File: config.mk
export PLATFORM = sky130hd
export DESIGN_NAME = ysyx_25040109_lsu
export DESIGN_NICKNAME = d
export VERILOG_FILES = /design/src/rtl/ysyx_25040109_lsu.sv
export SDC_FILE = /design/constraint.sdc
export NUM_CORES = 1
export LEC_CHECK = 0
export CAP_MARGIN = 20
export CELL_PAD_IN_SITES_DETAIL_PLACEMENT = 1
export CELL_PAD_IN_SITES_GLOBAL_PLACEMENT = 2
export CORE_ASPECT_RATIO = 1.1
export CORE_MARGIN = 2
export CORE_UTILIZATION = 28
export CTS_CLUSTER_DIAMETER = 30
export DETAILED_ROUTE_END_ITERATION = 7
export PLACE_DENSITY_LB_ADDON = 0.1
export SETUP_SLACK_MARGIN = 0.2
export SLEW_MARGIN = 5
export SYNTH_ARGS = -nofsm -noshare
export SYNTH_HDL_FRONTEND = slang
export SYNTH_SLANG_ARGS = --single-unit
File: constraint.sdc
create_clock -name clk -period 6.5 [get_ports clk]
set_input_delay 0.65 -clock clk [delete_from_list [all_inputs] [get_ports clk]]
set_output_delay 0.65 -clock clk [all_outputs]
set_load 0.03 [all_outputs]
File: src/rtl/ysyx_25040109_lsu.sv
// rtl/ysyx_25040109_lsu.sv - load/store stage with valid/ready in/out and one-beat word memory port
// Define LSU_MISALIGN_TRAP_EN to trap misaligned halfword/word accesses instead of truncating the address.
module ysyx_25040109_lsu #(
    parameter int MAX_WAIT = 1023,
    parameter int CNT_W    = 10
) (
    input  logic        clk,
    input  logic        rst_n,
    input  logic        in_valid,
    output logic        in_ready,
    input  logic [31:0] in_result,
    input  logic [31:0] in_rs2,
    input  logic [6:0]  in_opcode,
    input  logic [2:0]  in_funct3,
    input  logic [4:0]  in_rd,
    input  logic        in_wen,
    output logic        mem_req_valid,
    input  logic        mem_req_ready,
    output logic [31:0] mem_addr,
    output logic        mem_wr,
    output logic [31:0] mem_wdata,
    output logic [3:0]  mem_wmask,
    input  logic        mem_rsp_valid,
    input  logic [31:0] mem_rdata,
    output logic        out_valid,
    input  logic        out_ready,
    output logic [31:0] out_data,
    output logic [4:0]  out_rd,
    output logic        out_wen,
    output logic [1:0]  out_err
);
    localparam logic [6:0] OP_LOAD  = 7'b0000011;
    localparam logic [6:0] OP_STORE = 7'b0100011;
    localparam logic [CNT_W-1:0] CNT_LIMIT = (MAX_WAIT == 0) ? '0 : CNT_W'(MAX_WAIT - 1);

    typedef enum logic [1:0] {S_IDLE, S_REQ, S_WAIT, S_DONE} state_t;
    state_t state, state_nx;

    logic [1:0]       addr_lo_q;
    logic [2:0]       funct3_q;
    logic [4:0]       rd_q;
    logic             wen_q;
    logic             store_q;
    logic [CNT_W-1:0] cnt;

    logic        accept, in_is_store, in_is_mem, in_misalign;
    logic        timeout, finish_rsp, finish_to;
    logic [3:0]  st_mask;
    logic [31:0] st_data;
    logic [1:0]  lane;
    logic [31:0] load_word, load_data;
    logic        load_ok;

    assign in_ready      = (state == S_IDLE) || (state == S_DONE && out_ready);
    assign accept        = in_valid && in_ready;
    assign in_is_store   = (in_opcode == OP_STORE);
    assign in_is_mem     = (in_opcode == OP_LOAD) || in_is_store;
    assign mem_req_valid = (state == S_REQ);
    assign out_valid     = (state == S_DONE);

`ifdef LSU_MISALIGN_TRAP_EN
    assign in_misalign = in_is_mem &&
                         ((in_funct3[1:0] == 2'b01 && in_result[0]) ||
                          (in_funct3 == 3'b010 && in_result[1:0] != 2'b00));
`else
    assign in_misalign = 1'b0;
`endif

    // Counter only advances while an access is outstanding, so it always starts from zero in REQ.
    assign timeout    = (MAX_WAIT != 0) && (cnt >= CNT_LIMIT);
    assign finish_rsp = (state == S_WAIT) && mem_rsp_valid;
    assign finish_to  = timeout && ((state == S_REQ && !mem_req_ready) ||
                                    (state == S_WAIT && !mem_rsp_valid));

    always_comb begin
        st_mask = 4'b0000;
        st_data = in_rs2;
        case (in_funct3)
            3'b000: begin
                st_mask = 4'b0001 << in_result[1:0];
                st_data = {4{in_rs2[7:0]}};
            end
            3'b001: begin
                st_mask = 4'b0011 << {in_result[1], 1'b0};
                st_data = {2{in_rs2[15:0]}};
            end
            3'b010:  st_mask = 4'b1111;
            default: st_mask = 4'b0000;
        endcase
    end

    always_comb begin
        case (funct3_q[1:0])
            2'b00:   lane = addr_lo_q;
            2'b01:   lane = {addr_lo_q[1], 1'b0};
            default: lane = 2'b00;
        endcase
        load_word = mem_rdata >> {lane, 3'b000};
        load_ok   = 1'b1;
        case (funct3_q)
            3'b000:  load_data = {{24{load_word[7]}}, load_word[7:0]};
            3'b100:  load_data = {24'h0, load_word[7:0]};
            3'b001:  load_data = {{16{load_word[15]}}, load_word[15:0]};
            3'b101:  load_data = {16'h0, load_word[15:0]};
            3'b010:  load_data = load_word;
            default: begin
                load_data = 32'h0;
                load_ok   = 1'b0;
            end
        endcase
    end

    always_ff @(posedge clk or negedge rst_n) begin
        if (!rst_n) state <= S_IDLE;
        else        state <= state_nx;
    end

    always_comb begin
        state_nx = state;
        case (state)
            S_IDLE, S_DONE: begin
                if (state == S_DONE && out_ready) state_nx = S_IDLE;
                if (accept) state_nx = (in_is_mem && !in_misalign) ? S_REQ : S_DONE;
            end
            S_REQ: begin
                if (mem_req_ready)  state_nx = S_WAIT;
                else if (finish_to) state_nx = S_DONE;
            end
            S_WAIT: begin
                if (finish_rsp || finish_to) state_nx = S_DONE;
            end
            default: state_nx = S_IDLE;
        endcase
    end

    always_ff @(posedge clk or negedge rst_n) begin
        if (!rst_n) begin
            addr_lo_q <= 2'b00;
            funct3_q  <= 3'b000;
            rd_q      <= 5'd0;
            wen_q     <= 1'b0;
            store_q   <= 1'b0;
            cnt       <= '0;
            mem_addr  <= 32'h0;
            mem_wr    <= 1'b0;
            mem_wdata <= 32'h0;
            mem_wmask <= 4'b0000;
            out_data  <= 32'h0;
            out_rd    <= 5'd0;
            out_wen   <= 1'b0;
            out_err   <= 2'b00;
        end else begin
            if (state == S_REQ || state == S_WAIT) cnt <= cnt + 1'b1;
            if (accept) begin
                addr_lo_q <= in_result[1:0];
                funct3_q  <= in_funct3;
                rd_q      <= in_rd;
                wen_q     <= in_wen;
                store_q   <= in_is_store;
                if (in_is_mem) begin
                    cnt       <= '0;
                    mem_addr  <= {in_result[31:2], 2'b00};
                    mem_wr    <= in_is_store;
                    mem_wdata <= in_is_store ? st_data : 32'h0;
                    mem_wmask <= in_is_store ? st_mask : 4'b0000;
                end
                if (!in_is_mem) begin
                    out_data <= in_result;
                    out_rd   <= in_rd;
                    out_wen  <= in_wen;
                    out_err  <= 2'b00;
                end else if (in_misalign) begin
                    out_data <= 32'h0;
                    out_rd   <= in_rd;
                    out_wen  <= 1'b0;
                    out_err  <= 2'b10;
                end
            end
            if (finish_rsp) begin
                out_data <= store_q ? 32'h0 : load_data;
                out_rd   <= rd_q;
                out_wen  <= !store_q && wen_q && load_ok;
                out_err  <= 2'b00;
            end else if (finish_to) begin
                out_data <= 32'h0;
                out_rd   <= rd_q;
                out_wen  <= 1'b0;
                out_err  <= 2'b01;
            end
        end
    end
endmodule

# --- Yosys cells after proc, flatten, opt, wreduce, memory -nomap -nowiden ---
# Index checks and enable logic that the tools add are counted.
classes:
  add_sub_neg: 1
  magnitude_cmp: 1
  eq_ne: 16
  shifts: 3
  mux: 34
  n_reduce_logical: 26
op_table:
  columns: ["operator", "n"]
  rows:
  - ["$mux 32", 6]
  - ["$pmux 32 s5", 1]
  - ["$pmux 32 s2", 1]
  - ["$shr 32x5->32", 1]
  - ["$mux 10", 3]
  - ["$mux 2", 10]
  - ["$mux 5", 4]
  - ["$pmux 4 s3", 1]
  - ["$add 10x1->10 const B", 1]
  - ["$ge 10x10->1 const B", 1]
  - ["$logic_and 1x1->1", 8]
  - ["$eq 7x2->1 const B", 1]
  - ["$eq 7x6->1 const B", 1]
  - ["$eq 3x1->1 const B", 2]
  - ["$eq 3x2->1 const B", 2]
  - ["$eq 3x3->1 const B", 2]
  - ["$logic_not 3->1", 2]
  - ["$ne 3x1->1 const B", 2]
  - ["$pmux 2 s3", 1]
  - ["$logic_or 1x1->1", 5]
  - ["$mux 1", 5]
  - ["$reduce_or 5->1", 1]
  - ["$eq 2x1->1 const B", 2]
  - ["$eq 2x2->1 const B", 2]
  - ["other kinds (12)", 16]
word_totals:
  register_bits: 131
  input_bits: 118
  wordCells: 96

# --- Logic depth before layout (Yosys ltp) ---
# Gate-level depths: netlist of the first run.
logic_depth:
  word_depth: 7
  ltp_mapped: 10
  ltp_nobuf: 8

# --- Worst setup path before layout of the first run ---
# Ideal clock, no wire load.
synth_timing:
  path_kind: "reg-to-reg"
  startpoint: "register state[0]"
  endpoint: "register mem_wdata[24]"
  setup_ns: 0.122
  arrival_ns: 2.136
  required_time_ns: 6.378
  slack_ns: 4.242
  path_stages_with_launch: 10
  period_less_slack_ns: 2.258
  cell_sequence: "dfrtp_1 > ha_1 > a21oi_1 > inv_1 > nand2_1 > or2_2 > clkbuf_1 > buf_1 > nand2_1 > nand2_1"
synth_between:
  elab_chain_cells: 5
  word_cells_on_any_way: 6
  cone_classes: "1 x eq/ne; 5 x reduce/logical"
synth_rtl:
  columns: ["element", "line", "source"]
  rows:
  - ["start, declared", "37", "state_t state, state_nx;"]
  - ["start signal, assigned", "115", "else state <= state_nx;"]
  - ["$eq 2x2->1", null, null]
  - ["net out_valid", "25", "output logic out_valid,"]
  - ["$logic_and 1x1->1", "54", "assign in_ready = (state == S_IDLE) || (state == S_DONE && out_ready);"]
  - ["$logic_or 1x1->1", "54", null]
  - ["net in_ready", "10", "output logic in_ready,"]
  - ["$logic_and 1x1->1", "55", "assign accept = in_valid && in_ready;"]
  - ["$reduce_and 2->1 (no line)", null, null]
  - ["end signal, assigned", "164", "mem_wdata <= in_is_store ? st_data : 32'h0;"]
  - ["end, declared", "21", "output logic [31:0] mem_wdata,"]
# The timed path passes the listed nets, and every way through them passes these cells.
# A chain may end at the register's enable or synchronous reset.

# --- Final worst setup path of the first run ---
layout_timing:
  startpoint: "register state[0]"
  endpoint: "register mem_wdata[14]"
layout_between:
  elab_chain_cells: 5
  word_cells_on_any_way: 6
  cone_classes: "1 x eq/ne; 5 x reduce/logical"
layout_rtl:
  columns: ["element", "line"]
  rows:
  - ["$eq 2x2->1", "54"]
  - ["$logic_and 1x1->1", "54"]
  - ["$logic_or 1x1->1 (*)", "54"]
  - ["$logic_and 1x1->1 (*)", "55"]
  - ["$reduce_and 2->1 (no line) (*)", null]
# Mark *: on every way between the ends. The rest lies on a longest branch, timed or not.

==> flow_metrics.tcl, run 1 <==
set metrics [dict create \
    syn_inst 699 \
    cts_max_level 4 \
    post-route-drc-count 0 \
    cp-start-kind "flop" \
    rr_startpoint "state[0]$_DFFE_PN0P_" \
    synth-simple-area-share_pct 20.05 \
    cts_tree "done" \
    globalplace.congestion 0.8512 \
    worstSkewPairLatency_ns 0.44 \
    synthTopCellsByCount "nand2_1, dfrtp_1, nor2_1" \
    maxCapViolations 0 \
    endpoint_kind "flop" \
    grtUsageTotal_pct 19.55 \
    port-buffer-count 226 \
    yosys-top-cells-area "dfrtp_1, nand2_1, mux2i_1, mux2_2, nor2_1" \
    layout_setup_ws_ns 3.382 \
    p_comb_share_pct 42.9 \
    finalHoldViolCount 0 \
    grt_pass1_wl_um 36310 \
    crit_type "reg2reg" \
    synth_top_family_by_area "simple AND/OR/NAND/NOR gates" \
    clk_pin_slew_ns 0.06 \
    slew_headroom_pct 34.71 \
    drtAntennaViolNets 0 \
    rsz0062_at_grt "no" \
    yosysMostFrequentCell "nand2_1" \
    cts_buffers 17 \
    synth-compound-area-share_pct 13.80 \
    power_switching_mw 1.530 \
    nFillCells 2583 \
    pwr-share-seq_pct 31.4 \
    cts_resized 0 \
    die_area_mm2 0.02416 \
    synth_xor_area_share_pct 1.228 \
    holdBufCountCts 0 \
    grt_max_degree 67 \
    async_flop_share_pct 100.0 \
    ioPinCount 230 \
    first_global_vias 6440 \
    syn_avg_cell_area_um2 9.184 \
    synthAdderAreaFrac_pct 1.169 \
    die_height_um 162.8 \
    max_stage_delay_ns 0.58 \
    worst_slew_pin_slew_ns 0.9794 \
    drt_iter0_drc 221 \
    num_rows 58 \
    slew_violations 0 \
    first_pass_iters 4 \
    cts_buffer_depth 2 \
    synthesis.area_mm2 0.006420 \
    pre_cts_slack_ns 2.701 \
    cp_top_family "simple AND/OR/NAND/NOR gates" \
    startpoint "state[0]$_DFFE_PN0P_" \
    yosysTopAreaCellShare_pct 50.67 \
    fmax_mhz 320.8 \
    coreArea_mm2 0.02271 \
    yosys_warnings 0 \
    die-width_um 148.4 \
    wl_um 23220 \
    ys_seq_elements 130 \
    finalSetupTns_ns 0 \
    synth_edf_count 0 \
    cp.required_ns 6.82 \
    power_leakage_nw 4.240 \
    final_nets 1028 \
    min_period_over_period_pct 47.96 \
    crit_buf_inv 3 \
    cts_setup_buffers 0 \
    powerDensity_mw_per_mm2 408.0 \
    drive_gt1_share_pct 8.179 \
    dp_hpwl_um 16720 \
    diodes 0 \
    arrival_ns 3.43 \
    cts.sinks 130 \
    fin_crit_ns 3.118 \
    path_cells "inv_1 > ha_1 > a21oi_1 > inv_1 > nand2_1 > or2_2 > buf_4 > nor2_1 > a22o_1" \
    synthDistinctLibCells 51 \
    power.total_mw 3.895 \
    clkPwrFrac_pct 25.8 \
    syn_to_final_growth_pct 48.70 \
    yosysTopAreaCell "dfrtp_1" \
    irDropWorstVdd_mv 0.2204 \
    vias 5921 \
    status "complete, no violations" \
    wl_per_cell_um 19.08 \
    antenna_found_initial 0 \
    p_int_mw 2.365 \
    cts-root-buf "clkbuf_16" \
    synth.area.mux_share_pct 9.141 \
    sw_frac_of_total_pct 39.29 \
    viasPerCell 4.865 \
    setup_viol 0 \
    hp-class "in2async" \
    path_common_cell "inv_1" \
    finClkSkew_ns 0.01289 \
    start_util_pct 28.26 \
    overflow 0 \
    worstPathMaxFanout 54 \
    synth-seq-area-share_pct 50.67 \
    ys.flop_type "dfrtp_1" \
    cpMaxStageDelayCell "buf_4" \
]
## cell type report
| cell class | instances | area, um2 | share of cell area, % |
|---|---|---|---|
| Multi-Input combinational cell | 512 | 2937 | 30.76 |
| Tap cell | 300 | 375.4 | 3.932 |
| Inverter | 11 | 41.29 | 0.4325 |
| Sequential cell | 130 | 3253 | 34.08 |
| Clock buffer | 19 | 452.9 | 4.744 |
| Clock inverter | 13 | 158.9 | 1.664 |
| Timing Repair Buffer | 232 | 2328 | 24.39 |
## metal layers
| layer | track usage [%] | part of all wire (%) |
|---|---|---|
| met5 | 0 | 0 |
| met3 | 5.602 | 6.3 |
| met1 | 24.77 | 44 |
| met2 | 32.58 | 48 |
| met4 | 5.584 | 1.4 |
## power groups by stage
stage          combinational [mW]  clock, mW  sequential, mW
3_3_place_gp                 1.65          0            1.22
4_1_cts                      1.69       1.03            1.23
6_report                     1.67       1.00            1.22
5_1_grt                      1.81       1.06            1.25
3_5_place_dp                 1.68          0            1.24
2_1_floorplan               0.710          0            1.52
## flip-flops by register name, summed over array words and instances, names as in the netlist, 3 cells and up
register,cells
mem_wdata,32
out_data,32
mem_addr,30
cnt,10
out_rd,5
rd_q,5
mem_wmask,4
funct3_q,3
## stage by stage
step | instance area [um2] | hold WS (ns) | instances | util, %
floorplan | 6427 | 0.3544 | 701 | -
global placement | 8907 | 0.4534 | 1184 | 39.21
detailed placement | 8907 | 0.4620 | 1184 | 39.21
CTS | 9519 | 0.2219 | 1216 | 41.91
global route | 9547 | 0.2381 | 1217 | 42.03
finish | 9547 | 0.1957 | 1217 | 42.03
## placed cells by master, fill, tap and decap left out, types with 17 or more instances in the layout
| cell | instances |
|---|---|
| a21oi_1 | 27 |
| a31oi_1 | 17 |
| clkbuf_16 | 17 |
| clkdlybuf4s50_1 | 225 |
| dfrtp_1 | 130 |
| mux2_2 | 21 |
| mux2i_1 | 35 |
| nand2_1 | 193 |
| nand3_1 | 29 |
| nor2_1 | 55 |
| o21ai_0 | 35 |
## final timing paths
path                                             end  slack [ns]  depth (start not counted)
setup reg to reg           mem_wdata[14]$_DFFE_PN0P_        3.38                          9
max in group asynchronous   mem_addr[25]$_DFFE_PN0P_        4.94                          2
setup / recovery           mem_wdata[14]$_DFFE_PN0P_        3.38                          9
hold reg to reg             mem_wdata[7]$_DFFE_PN0P_        0.47                          2
hold / removal              mem_addr[13]$_DFFE_PN0P_        0.20                          1
min in group clk            mem_wdata[7]$_DFFE_PN0P_        0.47                          2
## kinds of logic (layout without fill, tap and decap cells)
logic type / after synthesis / in the layout
other: 1 / 3
buffers and inverters: 59 / 275
adders and majority gates: 6 / 6
AOI/OAI and AO/OA: 132 / 132
muxes: 56 / 56
DFF: 130 / 130
and+or+nand+nor: 306 / 306
xor gates and xnor gates: 9 / 9
Note: power is estimated with default switching activity, not from simulation.
==> inputs of run 2 (changes only) <==
- CORE_UTILIZATION: 28 -> 24
- clock period: 6.5 -> 2.76 ns (I/O delays scaled with it)
==> flow_metrics.tcl, run 2 (same netlist as run 1, synthesis figures left out) <==
set metrics [dict create \
    first_pass_iters 4 \
    final_nets 1041 \
    post-route-drc-count 0 \
    sw_frac_of_total_pct 38.33 \
    power_switching_mw 3.668 \
    drive_gt1_share_pct 9.247 \
    dp_cells 1249 \
    p_comb_share_pct 42.1 \
    viasPerCell 4.710 \
    worst_slew_pin_slew_ns 0.6953 \
    cp.required_ns 3.10 \
    num_rows 62 \
    status "complete, no violations" \
    final_cells 1283 \
    cts_buffers 17 \
    finalHoldViolCount 0 \
    syn_to_final_growth_pct 53.03 \
    antenna_found_initial 0 \
    fmax_mhz 432.1 \
    cts_max_level 4 \
    drt_iter0_drc 228 \
    p_int_mw 5.900 \
    cts-root-buf "clkbuf_16" \
    arrival_ns 2.65 \
    grtUsageTotal_pct 17.49 \
    finalSetupTns_ns 0 \
    layout_commonest_cell "clkdlybuf4s50_1" \
    port-buffer-count 226 \
    path_cells "inv_1 > ha_1 > inv_2 > or3_4 > a2111oi_2 > o21ai_4 > a31oi_1" \
    reg_top3 "mem_wdata (32), out_data (32), mem_addr (30)" \
    setup_viol 0 \
    nFillCells 3007 \
    grt_max_degree 59 \
    start_util_pct 24.48 \
    grt_pass1_wl_um 38230 \
    first_global_vias 6616 \
    die_height_um 175.5 \
    final_cell_mix "clkdlybuf4s50_1, nand2_1, dfrtp_1" \
    worstPathMaxFanout 16 \
    endpoint_kind "flop" \
    cts.sinks 130 \
    powerDensity_mw_per_mm2 973.9 \
    maxCapViolations 0 \
    slew_headroom_pct 53.64 \
    clkPwrFrac_pct 27.9 \
    wl_um 24400 \
    cts_setup_buffers 0 \
    finClkSkew_ns 0.01041 \
    fin_crit_ns 2.314 \
    cpMaxStageDelayCell "a2111oi_2" \
    overflow 0 \
    layout_setup_ws_ns 0.4456 \
    hp-class "in2async" \
    rsz0062_at_grt "no" \
    pwr-share-seq_pct 30.0 \
    dp_hpwl_um 18060 \
    die_area_mm2 0.02808 \
    cts_buffer_depth 2 \
    crit_type "reg2reg" \
    slew_violations 0 \
    wl_per_cell_um 19.02 \
    max_stage_delay_ns 0.48 \
    min_period_over_period_pct 83.85 \
    die-width_um 159.9 \
    power_leakage_nw 4.344 \
    cts_tree "done" \
    globalplace.congestion 0.7910 \
    rrSetupSlack_ns 0.45 \
    ioPinCount 230 \
    cp-start-kind "flop" \
    pre_cts_slack_ns 0.1891 \
    clk_pin_slew_ns 0.06 \
    worstSkewPairLatency_ns 0.43 \
    vias 6043 \
    drtAntennaViolNets 0 \
    power.total_mw 9.568 \
    coreArea_mm2 0.02622 \
    irDropWorstVdd_mv 0.4093 \
    post-route-util_pct 37.47 \
]
-- run 2: through the flow --
stage / area [um2] / hold WS [ns]
2_1_floorplan: 6427 / -0.01959
3_3_place_gp: 9107 / 0.2371
3_5_place_dp: 9107 / 0.2463
4_1_cts: 9803 / 0.3641
5_1_grt: 9822 / 0.3871
6_report: 9824 / 0.3568
-- run 2: area by class of cell --
cell class / instances / area, um2 / share of cell area, %
inverter: 11 / 41.29 / 0.4203
tap: 352 / 440.4 / 4.483
clock inverter: 12 / 229.0 / 2.331
timing repair buffer: 245 / 2446 / 24.90
clock buffer: 20 / 456.7 / 4.648
multi-input combinational: 512 / 2955 / 30.08
sequential: 130 / 3253 / 33.11
antenna: 1 / 2.502 / 0.02547
-- run 2: worst paths after layout --
| check | startpoint | to | cells past startpoint |
|---|---|---|---|
| min reg2reg | mem_wdata[6]$_DFFE_PN0P_ | mem_wdata[6]$_DFFE_PN0P_ | 2 |
| max reg2reg | state[0]$_DFFE_PN0P_ | out_data[24]$_DFFE_PN0P_ | 7 |
| min in group clk | in_result[19] | mem_addr[19]$_DFFE_PN0P_ | 3 |
| min | rst_n | mem_addr[9]$_DFFE_PN0P_ | 2 |
| max | state[0]$_DFFE_PN0P_ | out_data[24]$_DFFE_PN0P_ | 7 |
| max in group asynchronous | rst_n | out_wen$_DFFE_PN0P_ | 3 |
-- run 2: power by group through the flow --
stage          registers, mW  clock network (mW)  logic (mW)
3_5_place_dp            2.91                   0        4.05
3_3_place_gp            2.87                   0        3.94
6_report                2.87                2.67        4.03
2_1_floorplan           3.59                   0        1.67
4_1_cts                 2.88                2.74        4.07
5_1_grt                 2.95                2.81        4.35
-- run 2: critical path: cells and delay by family, from the launching register on --
family                   cells  cell delay [ns]
flip-flops                   1             0.41
AO/OA/AOI/OAI                3             0.95
buffers and inverters        2             0.19
adder cells (fa/ha/maj)      1             0.26
AND/OR/NAND/NOR              1             0.42
-- run 2: metal layers --
metal / wire, um / vias up / GRT usage (%)
met1: 10670 / 3012 / 21.92
met4: 325 / 0 / 4.955
met5: 0 / - / 0
li1: - / 2825 / -
met2: 11940 / 184 / 29.85
met3: 1468 / 22 / 4.534
-- run 2: repair_timing --
| item | 4_1_cts | 5_1_grt |
|---|---|---|
| hold endpoints to repair | 43 | 0 |
| gates resized for setup | 0 | 3 |
| setup endpoints to repair | 0 | 16 |
| hold buffers | 1 | 0 |
==> inputs of run 3 (changes only) <==
- CORE_UTILIZATION: 24 -> 26
- clock period: 2.76 -> 2.4 ns (I/O delays scaled with it)
==> flow_metrics.tcl, run 3 (same netlist as run 1, synthesis figures left out) <==
set metrics [dict create \
    diodes 0 \
    cp-start-kind "flop" \
    grt_pass1_wl_um 37290 \
    cts.sinks 130 \
    dp_cells 1213 \
    cts_buffers 17 \
    num_rows 60 \
    finalHoldViolCount 0 \
    overflow 0 \
    slew_headroom_pct 47.25 \
    cts-root-buf "clkbuf_16" \
    antenna_found_initial 0 \
    drtAntennaViolNets 0 \
    reg_top3 "mem_wdata (32), out_data (32), mem_addr (30)" \
    die_area_mm2 0.02597 \
    power_leakage_nw 4.432 \
    slew_violations 0 \
    rsz0062_at_grt "yes" \
    clk_pin_slew_ns 0.06 \
    endpoint_kind "flop" \
    final_nets 1054 \
    coreArea_mm2 0.02440 \
    globalplace.congestion 0.7971 \
    status "complete, no violations" \
    wl_per_cell_um 18.98 \
    p_int_mw 6.876 \
    wl_um 23760 \
    vias 5984 \
    fmax_mhz 470.7 \
    syn_to_final_growth_pct 55.02 \
    worstSkewPairLatency_ns 0.41 \
    powerDensity_mw_per_mm2 1118 \
    port-buffer-count 226 \
    sw_frac_of_total_pct 38.19 \
    min_period_over_period_pct 88.52 \
    setup_viol 0 \
    power_switching_mw 4.248 \
    irDropWorstVdd_mv 0.5985 \
    cts_buffer_depth 2 \
    post-route-util_pct 40.79 \
    hp-class "in2async" \
    die-width_um 153.8 \
    finClkSkew_ns 0.01390 \
    drive_gt1_share_pct 11.46 \
    cts_max_level 4 \
    arrival_ns 2.42 \
    cts_tree "done" \
    p_comb_share_pct 43.8 \
    dp_hpwl_um 17540 \
    viasPerCell 4.780 \
    post-route-drc-count 0 \
    start_util_pct 26.31 \
    grtUsageTotal_pct 18.44 \
    final_cells 1252 \
    cp.required_ns 2.69 \
    pwr-share-seq_pct 29.4 \
    drt_iter0_drc 233 \
    maxCapViolations 0 \
    clkPwrFrac_pct 26.9 \
    hold_ws_ns 0.3331 \
    worst_slew_pin_slew_ns 0.7913 \
    worstPathMaxFanout 8 \
    first_global_vias 6592 \
    ioPinCount 230 \
    layout_commonest_cell "clkdlybuf4s50_1" \
    fin_crit_ns 2.124 \
    final_cell_mix "clkdlybuf4s50_1, nand2_1, dfrtp_1" \
    grt_max_degree 60 \
    die_height_um 168.8 \
    crit_type "reg2reg" \
    power.total_mw 11.12 \
    first_pass_iters 4 \
]
==> run 3: through the flow <==
| step | setup WS, ns | instance area, um2 | setup TNS, ns |
|---|---|---|---|
| final | 0.2756 | 9952 | 0 |
| after global routing | 0.1903 | 9952 | 0 |
| after CTS | 0.1793 | 9882 | 0 |
| after detailed placement | -0.02383 | 9115 | -0.04649 |
| after global placement | 0.07234 | 9115 | 0 |
| after floorplan | 0.2453 | 6430 | 0 |
==> run 3: power groups by stage <==
stage	logic, mW	clock network, mW	registers (mW)
final	4.87	2.99	3.27
after global routing	5.25	3.15	3.36
after CTS	4.85	3.07	3.27
after detailed placement	4.72	0	3.31
after global placement	4.61	0	3.27
after floorplan	1.93	0	4.12
==> run 3: timing repair <==
action	CTS	global route
setup buffers	2	3
setup endpoints to repair	39	38
endpoints found under the hold margin	45	0
gates resized for setup	10	11
hold buffers	1	0
gates cloned	2	0
pin swaps	3	2
==> run 3: worst max-delay path, cell delays in order (launching register included) <==
cell and delay [ns]:
dfrtp_1 0.38, buf_4 0.19, nand2b_1 0.19, a21o_1 0.19, a221o_2 0.39, nor4b_4 0.14
buf_4 0.17, o32a_1 0.35
==> run 3: routing by layer <==
layer / vias to the layer above / track usage, % / wire length, um
met5: - / 0 / 0
met4: 0 / 5.404 / 418
met3: 19 / 4.480 / 1302
met2: 180 / 31.79 / 11680
met1: 2933 / 22.99 / 10360
li1: 2852 / - / -
==> run 3: final cells by class <==
cell class	instances	area, um2
flip-flops and latches	130	3253
clock buffers	19	442.9
inverters	11	41.29
fillers	2730	14450
well taps	310	387.9
multi-input cells	514	3053
repair buffers	256	2544
clock inverters	12	230.2
==> run 3: final timing paths <==
| check | from | to | slack (ns) | depth (start not counted) |
|---|---|---|---|---|
| setup / recovery | funct3_q[0]$_DFFE_PN0P_ | out_data[10]$_DFFE_PN0P_ | 0.28 | 7 |
| hold / removal | rst_n | mem_addr[12]$_DFFE_PN0P_ | 0.33 | 2 |
| setup reg to reg | funct3_q[0]$_DFFE_PN0P_ | out_data[10]$_DFFE_PN0P_ | 0.28 | 7 |
| hold reg to reg | mem_wdata[16]$_DFFE_PN0P_ | mem_wdata[16]$_DFFE_PN0P_ | 0.47 | 2 |
| max in group asynchronous | rst_n | out_rd[0]$_DFFE_PN0P_ | 1.35 | 3 |
| min in group clk | in_result[28] | mem_addr[28]$_DFFE_PN0P_ | 0.39 | 3 |
